`config.mk`:
```
export PLATFORM = sky130hd
export DESIGN_NAME = fib_next_term
export DESIGN_NICKNAME = d
export VERILOG_FILES = /design/src/rtl/fib_next_term.sv
export SDC_FILE = /design/constraint.sdc
export NUM_CORES = 1
export LEC_CHECK = 0
export ABC_CLOCK_PERIOD_IN_PS = 3400
export BUFFER_PORTS_ARGS = -buffer_cell sky130_fd_sc_hd__buf_2
export CELL_PAD_IN_SITES_DETAIL_PLACEMENT = 1
export CELL_PAD_IN_SITES_GLOBAL_PLACEMENT = 2
export CORE_ASPECT_RATIO = 1.5
export CORE_MARGIN = 2
export CORE_UTILIZATION = 24
export DETAILED_ROUTE_END_ITERATION = 8
export GPL_TIMING_DRIVEN = 0
export PLACE_DENSITY_LB_ADDON = 0.1
export SLEW_MARGIN = 20
export SYNTH_ARGS = -nofsm -noshare
export SYNTH_HDL_FRONTEND = slang
export SYNTH_SLANG_ARGS = --single-unit
```
`constraint.sdc`:
```
create_clock -name vclk -period 3.4
set_input_delay 0.51 -clock vclk [all_inputs]
set_output_delay 0.51 -clock vclk [all_outputs]
set_load 0.05 [all_outputs]
```
`src/rtl/fib_next_term.sv`:
```
`default_nettype none
// ============================================================================
//  Module      : fib_next_term
//  Description : Combinational next-term predictor: {carry, sum} = prev1 + prev2.
//                  prev1, prev2 : last two accepted terms
//                  sum          : predicted term modulo 2^DATA_WIDTH
//                  carry        : set when the true sum wraps
//  Revision    : 1.0 - initial release
// ============================================================================
module fib_next_term #(
    parameter int DATA_WIDTH = 32
) (
    input  wire logic [DATA_WIDTH-1:0] prev1,
    input  wire logic [DATA_WIDTH-1:0] prev2,
    output logic      [DATA_WIDTH-1:0] sum,
    output logic                       carry
);

    assign {carry, sum} = {1'b0, prev1} + {1'b0, prev2};

endmodule
`default_nettype wire

```
==> out/qor.yml, run 1 <==
critical_path:
  worstPathArrival_ns: 2.77
  critical_path_required_ns: 2.89
  crit_path_max_fanout: 8
  crit_path_end: "sum[29]"
  cp-start-kind: "input pin"
  critPathLaunch: "prev1[19]"
  critPathKind: "input pin to output port"
  end_kind: "output port"
drt:
  wl_um: 7160
  drtIter0Drc: 27
  wl_per_cell_um: 15.1
  via_count: 2447
  route.detailed.drc: 0
  detail-route-antenna-nets: 0
  first_pass_iters: 4
  viasPerCell: 5.16
floorplan:
  start_util_pct: 24.8
  dieWidth_um: 76.7
  dieArea_um2: 8670
  core.rowCount: 39
  num_io_pins: 97
  die_h_um: 113
  core_um2: 7660
power:
  total_power_mw: 0.878
  p_seq_share_pct: 0
  vdd_drop_max_mv: 0.159
  p_leak_nw: 1.28
  switchingPower_mw: 0.603
  p_comb_share_pct: 100.0
  clkPwrFrac_pct: 0
  switching_share_pct: 68.7
  p_per_area_nw_per_um2: 333
  p_int_mw: 0.275
run:
  cap_violations: 0
clock_tree:
  holdBufCountCts: 0
cells_and_area:
  n_antenna_cell: 0
  drive_gt1_share_pct: 33.9
  n_clock_buffer: 0
  finish.utilization_pct: 34.4
  regArea_um2: 0
  area_growth_pct: 38.6
  fillCellCount: 1028
  seq_cell_count: 0
  multiInputGateArea_um2: 1920
  fin_nets: 471
timing:
  finalMaxSlewViolations: 0
  hold_violations: 0
  min_period_over_period_pct: 96.5
  timing.hold.ws_ns: 1.46
  setup_viol: 0
  min_period_ns: 3.28
  max_slew_margin_pct: 63.0
  worst_slew_pin_slew_ns: 0.555
  max_freq_ghz: 0.305
grt:
  grt_busiest_layer: "met2"
  grt_antenna_before_repair: 0
  met1_usage_pct: 17.4
  grt_max_degree: 11
  grt_pass1_wl_um: 12000
  grt_pass1_vias: 2560
  grt.met2_usage_pct: 35.3
  grt_use_met3_pct: 0.797
  overflow: 0
  track_usage_pct: 16.3
worst_hold_path:
  hold-path-cell-count: 3
  hold_path.class: "input pin to output port"
run_status:
  outcome: "complete, no violations"
yosys:
  yosys_warnings: 0
  synthCells: 274
  yosysUniqueCellTypes: 51
  seq_area_frac_synth_pct: 0
  synth_area_um2: 1900
  syn_nets: 371
  synth_area_per_cell_um2: 6.94
place:
  io_buffers: 97
  routabilityCongestion: 0.845
  dp_hpwl_um: 6340
==> Yosys cell counts, types with 5 or more instances <==
cell      count  area (um2)
xnor2_1      16         140
xor2_1       11        96.3
o21a_1        5        37.5
nor3_1        6        30.0
o21ai_0      13        65.1
nor2_1       19        71.3
nand2_1      21        78.8
a21oi_1      38         190
o211ai_1      5        37.5
inv_1         8        30.0
clkbuf_1      6        22.5
a211oi_1      8        60.1
ha_1         32         400
and3_1        5        31.3
a21o_1       13        97.6
nand3_1      14        70.1
==> kinds of logic (layout without fill, tap and decap cells) <==
| family | after synthesis | after routing | share of synthesized area [%] |
|---|---|---|---|
| adder cells (fa/ha/maj) | 33 | 33 | 22.1 |
| buffers and inverters | 17 | 115 | 3.88 |
| AND/OR/NAND/NOR | 84 | 84 | 21.8 |
| XOR/XNOR | 27 | 27 | 12.4 |
| AO/OA/AOI/OAI | 111 | 111 | 38.8 |
| multiplexers | 2 | 2 | 1.05 |
==> final cells by class <==
cell class	count	share of cell area [%]
buffer	9	1.76
inverter	8	1.14
multi-input combinational	257	72.7
tap	102	4.84
timing repair buffer	98	19.6
==> per-stage QoR <==
step / worst slack, ns / setup TNS, ns / area (um2) / instances
final: 0.120 / 0 / 2640 / 474
after global routing: -0.00721 / -0.00721 / 2640 / 474
after CTS: 0.00421 / 0 / 2600 / 474
after detailed placement: -0.168 / -0.805 / 2540 / 473
after global placement: -0.135 / -0.645 / 2540 / 473
after floorplan: 0.0411 / 0 / 1930 / 274
==> power groups by stage <==
| stage | clock (mW) | combinational (mW) | sequential [mW] |
|---|---|---|---|
| after floorplan | 0 | 0.646 | 0 |
| after global placement | 0 | 0.849 | 0 |
| after detailed placement | 0 | 0.852 | 0 |
| after CTS | 0 | 0.875 | 0 |
| after global routing | 0 | 0.944 | 0 |
| final | 0 | 0.878 | 0 |
==> per-layer routing <==
metal  wire (um)  share of wire [%]
met5           0                  0
met4          47               0.66
met3         196                2.7
met2        4250                 59
met1        2660                 37
==> cell usage in the layout (no fill, tap or decap), types with 2 or more instances in the layout <==
cell and instances:
nand2_1 21, and3_1 5, clkbuf_1 4, nor3_1 4
a21oi_1 36, o21a_1 5, nand3_1 14, clkbuf_2 2
mux2i_1 2, a21oi_2 2, nor2_1 19, a31oi_1 4
nor3_2 2, o31a_2 2, a31o_2 2, o21ai_0 11
or2_2 3, a211oi_1 7, o211ai_1 5, xor2_1 10
and2_1 2, o21bai_1 3, clkbuf_4 4, buf_4 6
o21ai_1 3, nand2b_1 2, a21o_1 13, o31ai_1 3
xnor2_1 15, buf_2 90, a41oi_1 2, inv_1 8
nand4_1 2, and4_1 2, ha_1 32
==> how the worst min path moves through the flow <==
stage | to | slack [ns] | startpoint
after CTS | sum[0] | 1.46 | prev2[0]
after detailed placement | sum[0] | 1.46 | prev2[0]
after floorplan | sum[0] | 1.39 | prev2[0]
final | sum[0] | 1.46 | prev2[0]
after global routing | sum[0] | 1.49 | prev2[0]
after global placement | sum[0] | 1.45 | prev2[0]
==> timing repair <==
action | CTS | global route
pin swaps | 2 | 4
endpoints found under the setup margin | 10 | 12
buffers inserted | 1 | 0
resized for setup | 11 | 16
==> worst max-delay path, stage by stage <==
cell and delay, ns:
buf_2 0.10, ha_1 0.29, buf_6 0.14, a21o_1 0.19
or2_0 0.24, or3_1 0.40, o32ai_4 0.35, o41ai_2 0.15
xor2_2 0.13, buf_2 0.27
Power figures use the tool's default switching activity.
==> run 2, diff against run 1 <==
==> constraint.sdc (replaced) <==
create_clock -name vclk -period 3.4
set_input_delay 0.34 -clock vclk [all_inputs]
set_output_delay 0.34 -clock vclk [all_outputs]
set_load 0.05 [all_outputs]
==> run 2 against run 1 <==
  * Global-route usage fell by 0.38 points
  * Fmax rose by 3.3%
  * Final area fell by 4.3%
  * Clock-buffer cell count did not move
  * Total power fell by 4.3%
  * Wire length fell by 1.1%
  * Utilization fell by 1.5 points
  * Largest cell class unchanged
==> out/qor.yml, run 2 (synthesized netlist as in run 1, its figures left out) <==
place:
  preCtsSetupSlack_ns: 0.178  # +0.346 ns
  dp_hpwl_um: 6390  # +0.80%
  dpl.cell_count: 473  # unchanged
  routabilityCongestion: 0.822  # -2.7%
  placed_cell_area_um2: 2520  # -0.79%
  io_buffers: 97  # unchanged
timing:
  min_period_over_period_pct: 93.4  # -3.1 points
  hold_violations: 0  # unchanged
  setup_ws_ns: 0.225  # +0.105 ns
  setup_viol: 0  # unchanged
  grt_setup_unrepaired: "false"
  max_slew_margin_pct: 63.4  # +0.46 points
  min_period_ns: 3.18  # -0.105 ns
  tns_ns: 0  # unchanged
  finalMaxSlewViolations: 0  # unchanged
  max_freq_ghz: 0.315  # +3.3%
  worst_slew_pin_slew_ns: 0.548  # -0.00686 ns
  timing.hold.ws_ns: 1.11  # -0.344 ns
cells_and_area:
  seq_cell_count: 0  # unchanged
  multiInputGateArea_um2: 1840  # -4.2%
  regArea_um2: 0  # unchanged
  finish.utilization_pct: 32.9  # -1.5 points
  area_growth_pct: 32.6
  fin_nets: 470  # -0.21%
  final_cell_mix: "buf_2, a21oi_1, ha_1"
  n_antenna_cell: 0  # unchanged
  final_cells: 473  # -0.21%
  fillCellCount: 1021  # -0.68%
  fin_area_um2: 2520  # -4.3%
  drive_gt1_share_pct: 30.2  # -3.7 points
  layout_commonest_cell: "buf_2"
  n_clock_buffer: 0  # unchanged
critical_path:
  critical_path_required_ns: 3.06  # +0.17 ns
  timing.critical_path.max_delay_family: "compound AO/OA/AOI/OAI gates"
  path_common_cell: "buf_2"
  worstPathArrival_ns: 2.84  # +0.07 ns
  crit_path_max_fanout: 3  # -5
  cp-start-kind: "input pin"
  crit_chain: "buf_2, ha_1, fa_1, a211oi_1, o211ai_1, a21oi_1, nor3_1, or2_2, o211a_1, buf_2"
  path_buf_inv: 2  # -1
  end_kind: "output port"
  slowest_delay_ns: 0.43  # +0.03 ns
  critPathKind: "input pin to output port"
  cp_slowest_cell: "fa_1"
floorplan:
  dieWidth_um: 76.7  # unchanged
  core.rowCount: 39  # unchanged
  num_io_pins: 97  # unchanged
  start_util_pct: 24.8  # unchanged
  die_h_um: 113  # unchanged
  dieArea_um2: 8670  # unchanged
  core_um2: 7660  # unchanged
worst_hold_path:
  min-delay-start: "prev2[0]"
  min_to: "sum[0]"
  hold_path.class: "input pin to output port"
  hold-path-cell-count: 3  # unchanged
run:
  cap_violations: 0  # unchanged
drt:
  wl_um: 7080  # -1.1%
  first_pass_iters: 4  # unchanged
  viasPerCell: 5.19  # +0.62%
  wl_per_cell_um: 15.0  # -0.94%
  detail-route-antenna-nets: 0  # unchanged
  route.detailed.drc: 0  # unchanged
  via_count: 2457  # +0.41%
  drtIter0Drc: 41  # +52%
power:
  total_power_mw: 0.839  # -4.3%
  p_per_area_nw_per_um2: 333  # about the same
  vdd_drop_max_mv: 0.158  # -0.72%
  p_leak_nw: 1.24  # -2.8%
grt:
  overflow: 0  # unchanged
  track_usage_pct: 15.9  # -0.38 points
  grt_antenna_before_repair: 0  # unchanged
  grt_pass1_vias: 2587  # +1.1%
  grt_pass1_wl_um: 11800  # -2.1%
  grt_max_degree: 11  # unchanged
run_status:
  outcome: "complete, no violations"
clock_tree:
  cts_setup_buffers: 0  # -1
  holdBufCountCts: 0  # unchanged
==> run 2: layer usage <==
| metal | wire length (um) | global-route usage [%] | up-vias |
|---|---|---|---|
| li1 | - | - | 1245 |
| met1 | 2660 | 16.5 | 1148 |
| met2 | 4130 | 34.9 | 58 |
| met3 | 212 | 0.797 | 6 |
| met4 | 68 | 1.33 | 0 |
| met5 | 0 | 0 | - |
==> run 2: worst max path at each step <==
stage	from	cells after the start	endpoint	slack [ns]
floorplan	prev1[26]	8	sum[31]	0.08
global placement	prev1[0]	10	sum[28]	0.21
detailed placement	prev1[0]	10	sum[28]	0.18
CTS	prev1[0]	10	sum[28]	0.18
global route	prev1[6]	9	sum[27]	0.06
finish	prev1[0]	10	sum[28]	0.22
==> run 2: area by class of cell <==
| type | instances | area share [%] |
|---|---|---|
| inverter | 8 | 1.19 |
| buffer | 9 | 1.74 |
| multi-input combinational | 257 | 72.8 |
| tap | 102 | 5.06 |
| timing repair buffer | 97 | 19.2 |
==> run 2: repair_timing <==
item	in CTS	in global routing
resized for setup	0	1
endpoints found under the hold margin	0	0
endpoints found under the setup margin	0	1
==> run 2: power breakdown <==
| part | total, mW | internal [mW] | switching, mW |
|---|---|---|---|
| combinational | 0.839 | 0.250 | 0.590 |
| sequential | 0 | 0 | 0 |
| clock | 0 | 0 | 0 |
==> run 2: worst min-delay path: cells and delay by family <==
kind	cells	cell delay [ns]
buffers and inverters	2	0.33
adders and majority gates	1	0.10
